==> src/rtl/sdram_sched_pkg.sv <==
// -----------------------------------------------------------------------------
// sdram_sched_pkg
// Shared definitions for the SDRAM block scheduler:
//   - sched_state_t : scheduler FSM encoding (IDLE, ISSUE, WAIT_DONE, REFRESH)
//   - CMD_WRITE / CMD_READ : polarity of cmd_write
//   - GNT_RD / GNT_WR : bit positions of the requesters in req/grant vectors
//   - rr_pick() : 2-way round-robin selection used by the arbiter
// -----------------------------------------------------------------------------
package sdram_sched_pkg;

   typedef enum logic [1:0] {
      ST_IDLE      = 2'd0,
      ST_ISSUE     = 2'd1,
      ST_WAIT_DONE = 2'd2,
      ST_REFRESH   = 2'd3
   } sched_state_t;

   localparam logic CMD_WRITE = 1'b1;
   localparam logic CMD_READ  = 1'b0;

   localparam int GNT_RD = 0;
   localparam int GNT_WR = 1;

   // A lone requester always wins; on a tie the side that did not win last time
   // is chosen. last_write=1 means the previous grant went to the write path.
   function automatic logic [1:0] rr_pick(input logic [1:0] req, input logic last_write);
      logic [1:0] pick;
      case (req)
         2'b01:   pick = 2'b01;
         2'b10:   pick = 2'b10;
         2'b11:   pick = last_write ? 2'b01 : 2'b10;
         default: pick = 2'b00;
      endcase
      return pick;
   endfunction

endpackage

==> src/rtl/sdram_sched_rr_arb.sv <==
// -----------------------------------------------------------------------------
// sdram_sched_rr_arb
// Two-requester round-robin arbiter for the SDRAM block scheduler.
// Ports:
//   clk    in   clock
//   rst    in   asynchronous active-high reset
//   req    in   [1:0] request vector, bit GNT_WR = write path, bit GNT_RD = read path
//   grant  out  [1:0] one-hot grant (combinational, same cycle as req)
// The remembered last winner resets to "read" so the first tie goes to write.
// -----------------------------------------------------------------------------
module sdram_sched_rr_arb
   import sdram_sched_pkg::*;
(
   input  logic       clk,
   input  logic       rst,
   input  logic [1:0] req,
   output logic [1:0] grant
);

   logic       last_write_r;
   logic [1:0] grant_s;

   // Grant selection from the current requests and the previous winner.
   always_comb begin
      grant_s = rr_pick(req, last_write_r);
   end

   assign grant = grant_s;

   // Remember which side won the most recent grant.
   always_ff @(posedge clk or posedge rst) begin
      if (rst) begin
         last_write_r <= CMD_READ;
      end else if (grant_s != 2'b00) begin
         last_write_r <= grant_s[GNT_WR];
      end else begin
         last_write_r <= last_write_r;
      end
   end

endmodule

==> src/rtl/sdram_block_scheduler.sv <==
// -----------------------------------------------------------------------------
// sdram_block_scheduler
// Sequences block commands on the single SDRAM controller port. A write path
// drains the pipe-in FIFO into SDRAM, a read path fills the pipe-out FIFO from
// SDRAM; SDRAM is used as a circular buffer of 2**ADDR_WIDTH blocks.
//
// Optional feature: define SDRAM_REFRESH_EN to let this block schedule periodic
// refreshes (REFRESH_INTV cycles apart); otherwise refresh_req is tied low and
// refresh_ack is ignored.
//
// Ports:
//   sdram_clk, sdram_rst        clock, asynchronous active-high reset
//   wr_enable, rd_enable        path permits
//   in_fifo_count               words waiting in pipe-in FIFO
//   out_fifo_free               free words in pipe-out FIFO
//   cmd_valid/cmd_write/cmd_addr  block command to controller, held until cmd_ack
//   cmd_ack, cmd_done           controller accept / block complete pulses
//   refresh_req, refresh_ack    refresh handshake
//   used_blocks, full, empty    circular-buffer occupancy
//   busy                        FSM not in IDLE
// -----------------------------------------------------------------------------
module sdram_block_scheduler
   import sdram_sched_pkg::*;
#(
   parameter int BLOCK_WORDS  = 4,
   parameter int ADDR_WIDTH   = 20,
   parameter int FIFO_CNT_W   = 16,
   parameter int REFRESH_INTV = 780
)(
   input  logic                  sdram_clk,
   input  logic                  sdram_rst,
   input  logic                  wr_enable,
   input  logic                  rd_enable,
   input  logic [FIFO_CNT_W-1:0] in_fifo_count,
   input  logic [FIFO_CNT_W-1:0] out_fifo_free,
   output logic                  cmd_valid,
   output logic                  cmd_write,
   output logic [ADDR_WIDTH-1:0] cmd_addr,
   input  logic                  cmd_ack,
   input  logic                  cmd_done,
   output logic                  refresh_req,
   input  logic                  refresh_ack,
   output logic [ADDR_WIDTH:0]   used_blocks,
   output logic                  full,
   output logic                  empty,
   output logic                  busy
);

   localparam logic [ADDR_WIDTH:0]   CAPACITY_C  = {1'b1, {ADDR_WIDTH{1'b0}}};
   localparam logic [ADDR_WIDTH:0]   ONE_USED_C  = (ADDR_WIDTH+1)'(1);
   localparam logic [ADDR_WIDTH-1:0] ONE_PTR_C   = ADDR_WIDTH'(1);
   localparam logic [FIFO_CNT_W-1:0] BLK_WORDS_C = FIFO_CNT_W'(BLOCK_WORDS);

   sched_state_t          state_r;
   sched_state_t          state_nx_s;
   logic [ADDR_WIDTH-1:0] wr_ptr_r;
   logic [ADDR_WIDTH-1:0] rd_ptr_r;
   logic [ADDR_WIDTH:0]   used_r;
   logic [ADDR_WIDTH:0]   used_nx_s;
   logic                  cmd_valid_r;
   logic                  cmd_valid_nx_s;
   logic                  cmd_write_r;
   logic                  cmd_write_nx_s;
   logic [ADDR_WIDTH-1:0] cmd_addr_r;
   logic [ADDR_WIDTH-1:0] cmd_addr_nx_s;
   logic                  full_r;
   logic                  empty_r;
   logic                  busy_r;
   logic                  refresh_req_r;
   logic                  w_ok_s;
   logic                  r_ok_s;
   logic [1:0]            req_s;
   logic [1:0]            grant_s;
   logic                  done_upd_s;
   logic                  refresh_pending_s;
   logic                  refresh_clr_s;

   // Eligibility; requests reach the arbiter only in IDLE with no refresh owed,
   // so the round-robin history advances only on real grants.
   always_comb begin
      w_ok_s = wr_enable & (in_fifo_count >= BLK_WORDS_C) & ~full_r;
      r_ok_s = rd_enable & (out_fifo_free >= BLK_WORDS_C) & ~empty_r;
      if ((state_r == ST_IDLE) && !refresh_pending_s) begin
         req_s = {w_ok_s, r_ok_s};
      end else begin
         req_s = 2'b00;
      end
   end

   sdram_sched_rr_arb u_arb (
      .clk   (sdram_clk),
      .rst   (sdram_rst),
      .req   (req_s),
      .grant (grant_s)
   );

`ifdef SDRAM_REFRESH_EN
   localparam int                RCNT_W        = (REFRESH_INTV > 1) ? $clog2(REFRESH_INTV) : 1;
   localparam logic [RCNT_W-1:0] RCNT_RELOAD_C = RCNT_W'(REFRESH_INTV - 1);

   logic [RCNT_W-1:0] refresh_cnt_r;
   logic              refresh_pending_r;

   // Refresh interval timer; an expiry outranks a same-cycle clear so no
   // refresh is ever lost.
   always_ff @(posedge sdram_clk or posedge sdram_rst) begin
      if (sdram_rst) begin
         refresh_cnt_r     <= RCNT_RELOAD_C;
         refresh_pending_r <= 1'b0;
      end else if (refresh_cnt_r == {RCNT_W{1'b0}}) begin
         refresh_cnt_r     <= RCNT_RELOAD_C;
         refresh_pending_r <= 1'b1;
      end else begin
         refresh_cnt_r     <= refresh_cnt_r - RCNT_W'(1);
         refresh_pending_r <= refresh_clr_s ? 1'b0 : refresh_pending_r;
      end
   end

   assign refresh_pending_s = refresh_pending_r;
`else
   logic unused_refresh_s;

   assign refresh_pending_s = 1'b0;
   assign unused_refresh_s  = refresh_ack ^ refresh_clr_s ^ (REFRESH_INTV == 0);
`endif

   // FSM next state and next command outputs; the command is latched on grant
   // and held untouched until the controller acknowledges it.
   always_comb begin
      state_nx_s     = state_r;
      cmd_valid_nx_s = cmd_valid_r;
      cmd_write_nx_s = cmd_write_r;
      cmd_addr_nx_s  = cmd_addr_r;
      done_upd_s     = 1'b0;
      refresh_clr_s  = 1'b0;
      case (state_r)
         ST_IDLE: begin
            if (refresh_pending_s) begin
               state_nx_s = ST_REFRESH;
            end else if (grant_s[GNT_WR]) begin
               state_nx_s     = ST_ISSUE;
               cmd_valid_nx_s = 1'b1;
               cmd_write_nx_s = CMD_WRITE;
               cmd_addr_nx_s  = wr_ptr_r;
            end else if (grant_s[GNT_RD]) begin
               state_nx_s     = ST_ISSUE;
               cmd_valid_nx_s = 1'b1;
               cmd_write_nx_s = CMD_READ;
               cmd_addr_nx_s  = rd_ptr_r;
            end else begin
               state_nx_s = ST_IDLE;
            end
         end
         ST_ISSUE: begin
            if (cmd_ack) begin
               cmd_valid_nx_s = 1'b0;
               if (cmd_done) begin
                  state_nx_s = ST_IDLE;
                  done_upd_s = 1'b1;
               end else begin
                  state_nx_s = ST_WAIT_DONE;
               end
            end else begin
               state_nx_s = ST_ISSUE;
            end
         end
         ST_WAIT_DONE: begin
            if (cmd_done) begin
               state_nx_s = ST_IDLE;
               done_upd_s = 1'b1;
            end else begin
               state_nx_s = ST_WAIT_DONE;
            end
         end
         ST_REFRESH: begin
`ifdef SDRAM_REFRESH_EN
            if (refresh_ack) begin
               state_nx_s    = ST_IDLE;
               refresh_clr_s = 1'b1;
            end else begin
               state_nx_s = ST_REFRESH;
            end
`else
            state_nx_s = ST_IDLE;
`endif
         end
         default: begin
            state_nx_s     = ST_IDLE;
            cmd_valid_nx_s = 1'b0;
         end
      endcase
   end

   // Occupancy after a completed block; saturating guards keep the counter
   // in range even if eligibility were ever bypassed.
   always_comb begin
      used_nx_s = used_r;
      if (done_upd_s) begin
         if (cmd_write_r == CMD_WRITE) begin
            used_nx_s = full_r ? used_r : (used_r + ONE_USED_C);
         end else begin
            used_nx_s = empty_r ? used_r : (used_r - ONE_USED_C);
         end
      end else begin
         used_nx_s = used_r;
      end
   end

   // FSM state and registered command / status outputs.
   always_ff @(posedge sdram_clk or posedge sdram_rst) begin
      if (sdram_rst) begin
         state_r       <= ST_IDLE;
         cmd_valid_r   <= 1'b0;
         cmd_write_r   <= 1'b0;
         cmd_addr_r    <= {ADDR_WIDTH{1'b0}};
         busy_r        <= 1'b0;
         refresh_req_r <= 1'b0;
      end else begin
         state_r       <= state_nx_s;
         cmd_valid_r   <= cmd_valid_nx_s;
         cmd_write_r   <= cmd_write_nx_s;
         cmd_addr_r    <= cmd_addr_nx_s;
         busy_r        <= (state_nx_s != ST_IDLE);
         refresh_req_r <= (state_nx_s == ST_REFRESH);
      end
   end

   // Circular-buffer pointers and occupancy, moved only by a completed block.
   always_ff @(posedge sdram_clk or posedge sdram_rst) begin
      if (sdram_rst) begin
         wr_ptr_r <= {ADDR_WIDTH{1'b0}};
         rd_ptr_r <= {ADDR_WIDTH{1'b0}};
         used_r   <= {(ADDR_WIDTH+1){1'b0}};
         full_r   <= 1'b0;
         empty_r  <= 1'b1;
      end else begin
         if (done_upd_s && (cmd_write_r == CMD_WRITE)) begin
            wr_ptr_r <= wr_ptr_r + ONE_PTR_C;
         end else begin
            wr_ptr_r <= wr_ptr_r;
         end
         if (done_upd_s && (cmd_write_r == CMD_READ)) begin
            rd_ptr_r <= rd_ptr_r + ONE_PTR_C;
         end else begin
            rd_ptr_r <= rd_ptr_r;
         end
         used_r  <= used_nx_s;
         full_r  <= (used_nx_s == CAPACITY_C);
         empty_r <= (used_nx_s == {(ADDR_WIDTH+1){1'b0}});
      end
   end

   assign cmd_valid   = cmd_valid_r;
   assign cmd_write   = cmd_write_r;
   assign cmd_addr    = cmd_addr_r;
   assign refresh_req = refresh_req_r;
   assign used_blocks = used_r;
   assign full        = full_r;
   assign empty       = empty_r;
   assign busy        = busy_r;

endmodule

==> config.mk <==
export PLATFORM = sky130hd
export DESIGN_NAME = sdram_block_scheduler
export DESIGN_NICKNAME = d
export VERILOG_FILES = /design/src/rtl/sdram_sched_pkg.sv /design/src/rtl/sdram_sched_rr_arb.sv /design/src/rtl/sdram_block_scheduler.sv
export SDC_FILE = /design/constraint.sdc
export NUM_CORES = 1
export LEC_CHECK = 0
export ABC_AREA = 0
export ABC_CLOCK_PERIOD_IN_PS = 5510
export CAP_MARGIN = 10
export CORE_ASPECT_RATIO = 0.7
export CORE_MARGIN = 2
export CORE_UTILIZATION = 57
export DETAILED_ROUTE_END_ITERATION = 8
export GPL_TIMING_DRIVEN = 0
export PLACE_DENSITY = 0.86
export SLEW_MARGIN = 15
export SYNTH_ARGS = -nofsm -noshare
export SYNTH_HDL_FRONTEND = slang
export SYNTH_SLANG_ARGS = --single-unit
==> constraint.sdc <==
create_clock -name sdram_clk -period 5.51 [get_ports sdram_clk]
set_clock_uncertainty 0.15 [all_clocks]
set_input_delay 0.551 -clock sdram_clk [delete_from_list [all_inputs] [get_ports sdram_clk]]
set_output_delay 0.551 -clock sdram_clk [all_outputs]
set_load 0.005 [all_outputs]
=== Word-level counts from Yosys, hierarchy flattened ===
Index checks and enable logic that the tools add are counted.

* Register bits: 90
* Input port bits: 39
* Output and inout port bits: 47
* Word-level logic and storage cells: 67

* Add/subtract/negate cells: 4
* $lt $le $gt $ge: 2
* Equality and inequality tests: 10
* Muxes and demuxes: 23
* Bitwise gates (word level): 7
* Reduce and logical (&&, ||, !) cells: 9

{| class="wikitable"
|+ Operator list
! operator !! count
|-
| 21-bit 2-to-1 mux || 4
|-
| 20-bit by 1-bit adder with 20-bit output, second input constant || 2
|-
| 20-bit 2-to-1 mux || 2
|-
| 16-bit by 3-bit greater-or-equal comparator with 1-bit output, second input constant || 2
|-
| 21-bit by 1-bit adder with 21-bit output, second input constant || 1
|-
| 21-bit == test, second input constant || 1
|-
| 21-bit zero test || 1
|-
| 21-bit by 1-bit subtractor with 21-bit output, second input constant || 1
|-
| 2-bit == test, second input constant || 5
|-
| 1-bit 2-to-1 mux || 9
|-
| 2-bit 2-to-1 mux || 4
|-
| 2-bit case mux with 4 select lines || 1
|-
| 2-bit case mux with 3 select lines || 1
|-
| 2-bit nonzero test || 3
|-
| 1-bit AND || 4
|-
| 2-bit by 1-bit == test with 1-bit output, second input constant || 2
|-
| 1-bit case mux with 2 select lines || 2
|-
| 3-bit by 1-bit inequality test with 1-bit output, second input constant || 1
|-
| 1-bit NOT || 3
|-
| 3-bit AND reduction || 1
|-
| 1-bit logical AND || 2
|-
| 2-bit zero test || 1
|-
| 2-bit inequality test, second input constant || 1
|-
| 2-bit AND reduction || 1
|}

=== Depth between registers and ports, before layout ===
Gate-level depths: netlist (run 1).

* Word-level depth: 10
* Depth in mapped cells: 11
* Mapped depth without buffers: 10

=== By module ===
A second synthesis (run 1) with hierarchy kept.

* Cell total of the unflattened synthesis: 458
* Area total of the unflattened synthesis: 4625.7 µm²

{| class="wikitable"
|+ Modules (own cells, without submodules)
! module !! times used !! cells an instance !! area an instance (µm²) !! seq. area each (µm²)
|-
| sdram_block_scheduler || 1 || 451 || 4569.4 || 2228.4
|-
| sdram_sched_rr_arb || 1 || 7 || 56.3 || 25.0
|}

=== Least setup slack after synthesis (run 1) ===
No wires, ideal clock.

* Path type: register to register
* Start point: register used_r[0] (netlist: used_blocks[0])
* End point: register empty_r (netlist: empty)
* Library setup time: 82 ps
* Arrival: 2736 ps
* Data required time: 5278 ps
* Slack: 2542 ps
* Stages on the path, launching flop included: 10
* Path buffers: 0
* Clock period less this slack: 2968 ps
* Cell sequence: dfrtp_1 inv_1 ha_1 nor3b_1 nand4b_1 or4_2 o21ai_0 xor2_1 or4_1 nor3_1

* Word-level cells in the longest chain between the ends: 5
* Elaborated cells between the ends (all ways): 7
* Classes of those cells: add/sub (2); mux (4); reduce/logical (1)

{| class="wikitable"
|+ Ends and longest elaborated chain
! element !! RTL line !! text
|-
| from (decl) || sdram_block_scheduler.sv:58 || <nowiki>logic [ADDR_WIDTH:0] used_r;</nowiki>
|-
| from (signal assigned) || sdram_block_scheduler.sv:233 || <nowiki>used_r <= {(ADDR_WIDTH+1){1'b0}};</nowiki>
|-
| from (signal assigned) || sdram_block_scheduler.sv:247 || <nowiki>used_r <= used_nx_s;</nowiki>
|-
| 21-bit by 1-bit subtractor with 21-bit output or 21-bit by 1-bit adder with 21-bit output (tied branches) || sdram_block_scheduler.sv:202, sdram_block_scheduler.sv:200 ||
|-
| 21-bit 2-to-1 mux, on equally long branches || sdram_block_scheduler.sv:202, sdram_block_scheduler.sv:200 ||
|-
| 21-bit 2-to-1 mux * || sdram_block_scheduler.sv:199 || <nowiki>if (cmd_write_r == CMD_WRITE) begin</nowiki>
|-
| 21-bit 2-to-1 mux * || sdram_block_scheduler.sv:198 || <nowiki>if (done_upd_s) begin</nowiki>
|-
| net used_nx_s[16] || sdram_block_scheduler.sv:59 || <nowiki>logic [ADDR_WIDTH:0] used_nx_s;</nowiki>
|-
| 21-bit zero test * || sdram_block_scheduler.sv:249 || <nowiki>empty_r <= (used_nx_s == {(ADDR_WIDTH+1){1'b0}});</nowiki>
|-
| to (signal assigned) || sdram_block_scheduler.sv:249 ||
|-
| to (decl) || sdram_block_scheduler.sv:67 || <nowiki>logic empty_r;</nowiki>
|}

The timed path passes the listed nets; every way through them passes the cells marked *.
A chain may end at the register's enable or synchronous reset.

=== Worst setup path after layout (run 1) ===
Same ends and word-level chain as after synthesis.

==> results of run 1 <==
-- routing by layer --
layer  track usage  vias to the layer above  wire length, µm
li1              -                     1860                -
met1         0.407                     1916             5530
met2         0.407                      159             4970
met3        0.0896                       20              985
met4        0.0778                        0              170
met5             0                        -                0
-- state kept, by name, summed over array words and instances (netlist names) --
signal              count
empty                   1
u_arb.last_write_r      1
busy                    1
state_r                 2
cmd_addr               20
used_blocks            21
cmd_valid               1
full                    1
cmd_write               1
rd_ptr_r               20
refresh_req             1
wr_ptr_r               20
-- worst paths after layout --
path,slack (ns),cells past startpoint,start,end
max in group asynchronous,4.16,3,sdram_rst,empty$_DFF_PP1_
worst min register to register,0.32,1,rd_ptr_r[19]$_DFFE_PP0P_,rd_ptr_r[19]$_DFFE_PP0P_
worst max register to register,1.91,9,used_blocks[0]$_DFF_PP0_,empty$_DFF_PP1_
worst max-delay path,1.91,9,used_blocks[0]$_DFF_PP0_,empty$_DFF_PP1_
worst min-delay path,0.32,1,rd_ptr_r[19]$_DFFE_PP0P_,rd_ptr_r[19]$_DFFE_PP0P_
min in group asynchronous,0.39,2,sdram_rst,cmd_addr[16]$_DFFE_PP0P_
-- cells by family after synthesis --
kind of cell / Yosys count
flip-flops: 90
AO/OA/AOI/OAI: 60
multiplexers: 2
buffers and inverters: 34
adder cells (fa/ha/maj): 7
AND/OR/NAND/NOR: 219
XOR/XNOR: 59
-- power by group --
group          switching (mW)  internal [mW]
registers               0.123          0.768
logic                   0.471          0.394
clock network           0.241          0.316
-- metrics by stage --
step	instance area, µm²	setup WS, ns	hold WS [ns]
floorplan	4640	2.48	0.295
global route	5860	1.71	0.337
global placement	5560	1.16	0.307
finish	5860	1.91	0.324
detailed placement	5590	2.02	0.314
CTS	5860	2.02	0.327
-- synth_stat cells, types with 3 or more instances --
cell       n  area (µm²)
xor2_1    15         131
nor4_1    14        87.6
nor2b_1    3        18.8
and3_1     6        37.5
a21oi_1    3        15.0
clkbuf_1   8        30.0
nand3_1   16        80.1
nor3_1    10        50.1
nand4b_1   6        52.6
ha_1       7        87.6
nor2_1    31         116
xnor2_1   44         385
dfrtp_1   89        2230
or4_1      4        30.0
nand2_1   80         300
inv_1     16        60.1
nand4_1   19         119
or3_1      4        25.0
buf_2      5        25.0
a31oi_1    3        18.8
and2_1     4        25.0
o21ai_0   11        55.1
a22oi_1   22         165
-- cell type report --
class                           instances  area (µm²)  area share
Inverter                               16        62.6      0.0107
Tap cell                              101         126      0.0216
Sequential cell                        90        2250       0.385
Multi-Input combinational cell        347        2210       0.377
Buffer                                 18         115      0.0196
Clock buffer                           13         250      0.0427
Timing Repair Buffer                   81         828       0.141
Clock inverter                          2        13.8     0.00235
-- cells in the final DEF, fill, tap and decap left out, types with 11 or more instances in the layout --
master	count
nand2_1	80
nand4_1	19
dfrtp_1	89
clkbuf_1	11
clkdlybuf4s50_1	80
a22oi_1	22
nand3_1	16
nor4_1	14
o21ai_0	11
nor2_1	31
inv_1	15
xnor2_1	44
xor2_1	15
-- worst max-delay path, delay by kind of cell, from the launching register on --
family          cells  cell delay, ns
compound gates      1            0.11
simple gates        5            2.32
fa+ha+maj           1            0.18
buf+inv             1            0.12
flops               1            0.49
xor+xnor            1            0.14
==> run metrics, run 1 <==
Post-CTS Setup Repair Bufs=0; die outline area=8880 µm²; total iterations of the first detailed-routing run=5; Post-Synth Simple-Gate Area=0.247; min Tclk post-route=approximately 3.6 ns; Initial Util=0.589; I/O pin count=86; die span in y=79.5 µm; number of flops mapped to enable cells by yosys=0; Max stage delay on crit path=0.69 ns; Layout area overhead=26.3%; DR vias/cell=5.92; largest family of logic cells by synthesized area=simple AND/OR/NAND/NOR gates; crit path launch type=register; syn_area_per_cell=9.84 µm²; vias in the first global route=3859; die width=between 100 and 150 µm; Clock Tree Root=clkbuf_16; first-pass GRT wire length=roughly 19000 µm; Core Util, Final=0.744; TritonCTS clock tree=done; Tot GR Track Use=0.280; synthesized net count=517; top_reg_cell synth=dfrtp_1; DRC Markers=0; clk buf depth=2; Crit Path Category=register to register; Filler Cells Inserted=560; number of max-cap violations=0; Arr. time, crit path=3.71 ns; dpl cells=653; Post-synth ARST share=1.00; Final nets=slightly above 600; ratio of cells with drive above 1 in the final layout=0.0758; PostCTS Resize Cnt=0; clock transition at the registers of the reported paths=0.06 ns; # diodes=0; Worst EP required=5.62 ns; initial antenna violation count=0; Iter 0 DRT Violations=289; Final setup viols=0; Synth Register Bits=90; largest net degree at the start of global routing=65; Placer Congestion=0.990; Cells after Synth=471; DP Wirelength=8470 µm; pwr/cell area=395 nW/µm²; maximum clock rate=0.278 GHz; global route total overflow=0; Clock Sinks=90; hold_buf cts=0; Tcrit/Tclk final=0.653; HP Class=register to register; mux share of post-synthesis cell area=0.00486; I/O Buffers=80; drt total wl=11700 µm; VDD IR max=312 µV; post-route setup TNS=0 ns; slowest CP cell=or4_2; Final Non-Filler Cells=668; wire per inst=17.4 µm; CTS buffer count=9; worst skew pair latency=0.34 ns; static leakage=2.57 nW; Adder-Cell Fraction of Synth Area=0.0189; Synth Area in Compound Gates=0.0939; Yosys cell types=59; antenna viol nets, final=0; Slew headroom=0.521; via count=3955; Final Power=around 2.3 mW; Syn Std Cell Area=~4600 µm²; crit path max fanout=8; # rows=27; final hold vios=0; Seq/Total Area, Yosys=0.486; Synth Area in XOR/XNOR=0.111; CTS H-tree lvls=3; Worst-Margin Slew=roughly 0.7 ns; YS warnings=0; RSZ-0062 raised after global routing=no; core box area=7870 µm²; element type at the critical path end=register; Cell Chain, Critical Path=inv_1, ha_1, nor3b_1, nand4b_1, or4_2, o21ai_0, xor2_1, or4_1, nor3_1; final slew viol count=0; status=finished, final reports clean
No activity file was read; power rests on OpenSTA's default activity.
==> run 2, diff against run 1 <==
--- a/config.mk
+++ b/config.mk
@@ -6,14 +6,14 @@
 export NUM_CORES = 1
 export LEC_CHECK = 0
 export ABC_AREA = 0
-export ABC_CLOCK_PERIOD_IN_PS = 5510
+export ABC_CLOCK_PERIOD_IN_PS = 3500
 export CAP_MARGIN = 10
 export CORE_ASPECT_RATIO = 0.7
 export CORE_MARGIN = 2
-export CORE_UTILIZATION = 57
+export CORE_UTILIZATION = 53
 export DETAILED_ROUTE_END_ITERATION = 8
 export GPL_TIMING_DRIVEN = 0
-export PLACE_DENSITY = 0.86
+export PLACE_DENSITY = 0.81
 export SLEW_MARGIN = 15
 export SYNTH_ARGS = -nofsm -noshare
 export SYNTH_HDL_FRONTEND = slang
==> constraint.sdc (replaced) <==
create_clock -name sdram_clk -period 3.5 [get_ports sdram_clk]
set_clock_uncertainty 0.15 [all_clocks]
set_input_delay 0.35 -clock sdram_clk [delete_from_list [all_inputs] [get_ports sdram_clk]]
set_output_delay 0.35 -clock sdram_clk [all_outputs]
set_load 0.005 [all_outputs]
==> run 2 against run 1 <==
Clock power increased by 76%; final cell count grew 3.0%; die area increased by 7.2%; largest cell class unchanged; largest power group unchanged; highest routed layer unchanged.
==> run metrics, run 2 (same netlist as run 1, synthesis figures left out) <==
via count=3932 (was 3955); core box area=8480 µm² (was 7870 µm²); Reg2Reg Setup Slack=0.17 ns (was 1.91 ns); I/O pin count=86 (unchanged); final hold vios=0 (unchanged); TritonCTS clock tree=done (unchanged); largest net degree at the start of global routing=65 (unchanged); fin area=5930 µm² (was 5860 µm²); crit path max fanout=8 (unchanged); Slew headroom=0.500 (was 0.521); Post-DP Area=5620 µm² (was 5590 µm²); initial antenna violation count=0 (unchanged); I/O Buffers=80 (unchanged); static leakage=2.58 nW (was 2.57 nW); HP Class=input port to async pin (was register to register); Worst-Margin Slew=0.744 ns (was 0.713 ns); commonest non-fill, non-tap cell in the layout=dfrtp_1 (unchanged); antenna viol nets, final=0 (unchanged); slowest CP cell=or4_2 (unchanged); RSZ-0062 raised after global routing=no (unchanged); hold_buf cts=0 (unchanged); Arr. time, crit path=3.44 ns (was 3.71 ns); Layout area overhead=27.8% (was 26.3%); VDD IR max=438 µV (was 312 µV); most frequent cells in the layout=dfrtp_1 (89), nand2_1 (80), clkdlybuf4s50_1 (80), xnor2_1 (44), nor2_1 (31) (unchanged); DRC Markers=0 (unchanged); drt total wl=11300 µm (was 11700 µm); Clock Sinks=90 (unchanged); Tot GR Track Use=0.254 (was 0.280); DR vias/cell=5.72 (was 5.92); min Tclk post-route=3.33 ns (was 3.60 ns); kind of cell adding the most delay to the critical path=simple AND/OR/NAND/NOR gates (unchanged); final hold slack=0.189 ns (was 0.324 ns); Final Power=3.72 mW (was 2.31 mW); maximum clock rate=0.301 GHz (was 0.278 GHz); die span in y=82.3 µm (was 79.5 µm); max reg flops=21 (unchanged); worst skew pair latency=0.35 ns (was 0.34 ns); clock transition at the registers of the reported paths=0.07 ns (was 0.06 ns); Tcrit/Tclk final=0.950 (was 0.653); Final nets=609 (unchanged); Placer Congestion=0.966 (was 0.990); pwr/cell area=628 nW/µm² (was 395 nW/µm²); Iter 0 DRT Violations=286 (was 289); wire per inst=16.4 µm (was 17.4 µm); Cell Chain, Critical Path=inv_1, ha_1, nor3b_2, nand4b_1, or4_2, o21ai_0, xor2_1, or4_1, nor3_1 (was inv_1, ha_1, nor3b_1, nand4b_1, or4_2, o21ai_0, xor2_1, or4_1, nor3_1); final slew viol count=0 (unchanged); CTS buffer count=9 (unchanged); ratio of cells with drive above 1 in the final layout=0.0845 (was 0.0758); Max stage delay on crit path=0.70 ns (was 0.69 ns); Initial Util=0.547 (was 0.589); worst path bufs/invs=1 (unchanged); die width=116 µm (was 112 µm); CTS H-tree lvls=3 (unchanged); Clock Tree Root=clkbuf_16 (unchanged); # rows=28 (was 27); # diodes=0 (unchanged); total iterations of the first detailed-routing run=5 (unchanged); number of max-cap violations=0 (unchanged); Worst EP required=3.62 ns (was 5.62 ns); status=finished, final reports clean (unchanged); Crit Path Category=register to register (unchanged); global route total overflow=0 (unchanged); element type at the critical path end=register (unchanged); clk buf depth=2 (unchanged); crit path launch type=register (unchanged); dpl cells=672 (was 653); DP Wirelength=8350 µm (was 8470 µm); Final Non-Filler Cells=688 (was 668); die outline area=9520 µm² (was 8880 µm²); Final setup viols=0 (unchanged); first-pass GRT wire length=18400 µm (was 19400 µm); vias in the first global route=3709 (was 3859)
## run 2: layout make-up
type	instances	area, µm²
tap	120	150
buffer	18	115
timing repair buffer	81	828
fill	655	2550
clock inverter	7	77.6
sequential	90	2250
clock buffer	9	225
multi-input combinational	347	2210
inverter	16	62.6
## run 2: what timing repair did
item | CTS | global route
buffers inserted | 0 | 0
endpoints found under the setup margin | 0 | 2
gates resized for setup | 0 | 1
## run 2: through the flow
step	setup TNS [ns]	setup slack, ns	util
after floorplan	0	0.532	-
after CTS	0	0.0228	0.698
after global placement	-58.32	-0.662	0.659
after global routing	0	0.0296	0.699
final	0	0.174	0.699
after detailed placement	0	0.0668	0.663
## run 2: worst paths after layout
check	startpoint	to	cells past startpoint
min in group sdram_clk	rd_ptr_r[7]$_DFFE_PP0P_	cmd_addr[7]$_DFFE_PP0P_	2
min reg2reg	rd_ptr_r[7]$_DFFE_PP0P_	cmd_addr[7]$_DFFE_PP0P_	2
max reg2reg	used_blocks[0]$_DFF_PP0_	empty$_DFF_PP1_	9
min	sdram_rst	cmd_addr[13]$_DFFE_PP0P_	2
max in group asynchronous	sdram_rst	empty$_DFF_PP1_	3
max	used_blocks[0]$_DFF_PP0_	empty$_DFF_PP1_	9
## run 2: worst reg2reg max path, stage by stage (launching register included)
cell and delay (ns):
dfrtp_1 0.49, inv_1 0.13, ha_1 0.18, nor3b_2 0.33
nand4b_1 0.32, or4_2 0.70, o21ai_0 0.13, xor2_1 0.14
or4_1 0.55, nor3_1 0.15
## run 2: power breakdown
group | switching (mW) | internal [mW]
Combinational | 0.714 | 0.621
Sequential | 0.193 | 1.21
Clock | 0.424 | 0.559
Total | 1.33 | 2.39
## run 2: layer usage
layer  global-route usage  share of wire
met1                0.386           0.50
met2                0.362           0.42
met3               0.0672          0.071
met4               0.0619         0.0084
met5                    0              0
==> run 3, diff against run 2 <==
--- a/config.mk
+++ b/config.mk
@@ -12,7 +12,6 @@
 export CORE_MARGIN = 2
 export CORE_UTILIZATION = 53
 export DETAILED_ROUTE_END_ITERATION = 8
-export GPL_TIMING_DRIVEN = 0
 export PLACE_DENSITY = 0.81
 export SLEW_MARGIN = 15
 export SYNTH_ARGS = -nofsm -noshare
==> run 3 against run 2 <==
Final cell count is 0.73% lower; critical path type unchanged; count of clock-buffer cells in the layout up 2; worst setup slack improved by 0.092 ns; worst hold slack improved by 0.10 ns; sequential share of layout area about the same; core utilization decreased by 0.074 points; register-to-register slack improved by 0.09 ns; die area did not move.
==> run metrics, run 3 (same netlist as run 1, synthesis figures left out) <==
status=finished, final reports clean (unchanged); minimum setup slack after placement=0.216 ns (was 0.0668 ns); die width=116 µm (unchanged); Tcrit/Tclk final=0.924 (was 0.950); element type at the critical path end=register (unchanged); clock transition at the registers of the reported paths=0.06 ns (was 0.07 ns); total iterations of the first detailed-routing run=5 (unchanged); crit path max fanout=8 (unchanged); Filler Cells Inserted=653 (was 655); Arr. time, crit path=3.33 ns (was 3.44 ns); via count=3947 (was 3932); clk buf depth=2 (unchanged); DRC Markers=0 (unchanged); commonest non-fill, non-tap cell in the layout=dfrtp_1 (unchanged); Worst EP required=3.60 ns (was 3.62 ns); ratio of cells with drive above 1 in the final layout=0.0906 (was 0.0845); crit path launch type=register (unchanged); min Tclk post-route=3.23 ns (was 3.33 ns); wire per inst=17.1 µm (was 16.4 µm); dpl cells=666 (was 672); Final Power=3.74 mW (was 3.72 mW); reg2reg start=used_blocks[11]$_DFF_PP0_ (was used_blocks[0]$_DFF_PP0_); core box area=8480 µm² (unchanged); HP Class=input port to async pin (unchanged); Final Non-Filler Cells=683 (was 688); Iter 0 DRT Violations=313 (was 286); I/O Buffers=80 (unchanged); Layout area overhead=27.7% (was 27.8%); largest net degree at the start of global routing=91 (was 65); fin area=5920 µm² (was 5930 µm²); post-route setup TNS=0 ns (unchanged); hold_buf cts=0 (unchanged); max reg flops=21 (unchanged); maximum clock rate=0.309 GHz (was 0.301 GHz); global route total overflow=0 (unchanged); I/O pin count=86 (unchanged); die outline area=9520 µm² (unchanged); DR vias/cell=5.78 (was 5.72); CTS buffer count=9 (unchanged); static leakage=2.59 nW (was 2.58 nW); Crit Path Category=register to register (unchanged); VDD IR max=393 µV (was 438 µV); Placer Congestion=0.925 (was 0.966); final hold vios=0 (unchanged); most frequent cells in the layout=dfrtp_1 (89), nand2_1 (80), clkdlybuf4s50_1 (80), xnor2_1 (44), nor2_1 (31) (unchanged); Core Util, Final=0.698 (was 0.699); Initial Util=0.547 (unchanged); antenna viol nets, final=0 (unchanged); drt total wl=11700 µm (was 11300 µm); pwr/cell area=632 nW/µm² (was 628 nW/µm²); Reg2Reg Setup Slack=0.27 ns (was 0.17 ns); Worst R2R Path Depth=7 (was 9); worst skew pair latency=0.34 ns (was 0.35 ns); first-pass GRT wire length=19000 µm (was 18400 µm); RSZ-0062 raised after global routing=no (unchanged); RR Endpoint=empty$_DFF_PP1_ (unchanged); die span in y=82.3 µm (unchanged); DP Wirelength=8300 µm (was 8350 µm); # diodes=0 (unchanged); Final setup viols=0 (unchanged); TritonCTS clock tree=done (unchanged); number of max-cap violations=0 (unchanged); CTS H-tree lvls=3 (unchanged); # rows=28 (unchanged); final hold slack=0.292 ns (was 0.189 ns); Clock Sinks=90 (unchanged); Final nets=604 (was 609); Clock Tree Root=clkbuf_16 (unchanged); Post-DP Area=5590 µm² (was 5620 µm²); initial antenna violation count=0 (unchanged); PnR worst setup slack=0.265 ns (was 0.174 ns); final slew viol count=0 (unchanged); Slew headroom=0.588 (was 0.500); Tot GR Track Use=0.263 (was 0.254); Worst-Margin Slew=0.617 ns (was 0.744 ns); vias in the first global route=3778 (was 3709)
run 3: report_power, final:
group	switching (mW)	internal, mW	total, mW
logic	0.652	0.617	1.27
clock network	0.404	0.596	1.00
registers	0.266	1.21	1.47
total	1.32	2.42	3.74
run 3: how the worst max path moves through the flow:
stage                              startpoint              end  slack [ns]  cells after the start
detailed placement                    cmd_ack  empty$_DFF_PP1_        0.22                      8
global route            cmd_write$_DFFE_PP0P_  empty$_DFF_PP1_        0.08                      7
CTS                  used_blocks[1]$_DFF_PP0_  empty$_DFF_PP1_        0.27                      7
floorplan            used_blocks[0]$_DFF_PP0_  empty$_DFF_PP1_        0.53                      9
finish              used_blocks[11]$_DFF_PP0_  empty$_DFF_PP1_        0.27                      7
global placement                      cmd_ack  empty$_DFF_PP1_        0.32                      8
run 3: cell type report:
type                    instances  area (µm²)  area share
flip-flops and latches         90        2250       0.381
clock buffers                  11         253      0.0427
multi-input cells             347        2220       0.376
inverters                      16        61.3      0.0104
clock inverters                 5        60.1      0.0101
well taps                     120         150      0.0254
repair buffers                 94         918       0.155
run 3: critical path, cell delays in order (launching register included):
cell and delay [ns]:
dfrtp_1 0.48, or4_4 0.60, or4b_4 0.53, nor4_1 0.20
o21ai_0 0.16, xnor2_1 0.19, or4b_1 0.60, nor3_1 0.25
run 3: routing by layer:
metal | up-vias | track usage | share of wire
met5 | - | 0 | 0
met4 | 0 | 0.0702 | 0.013
met3 | 15 | 0.0723 | 0.074
met2 | 155 | 0.392 | 0.44
met1 | 1930 | 0.381 | 0.47
li1 | 1847 | - | -
run 3: timing repair:
action,CTS,global route
setup endpoints to repair,0,1
buffers inserted,0,1
gates resized for setup,0,1
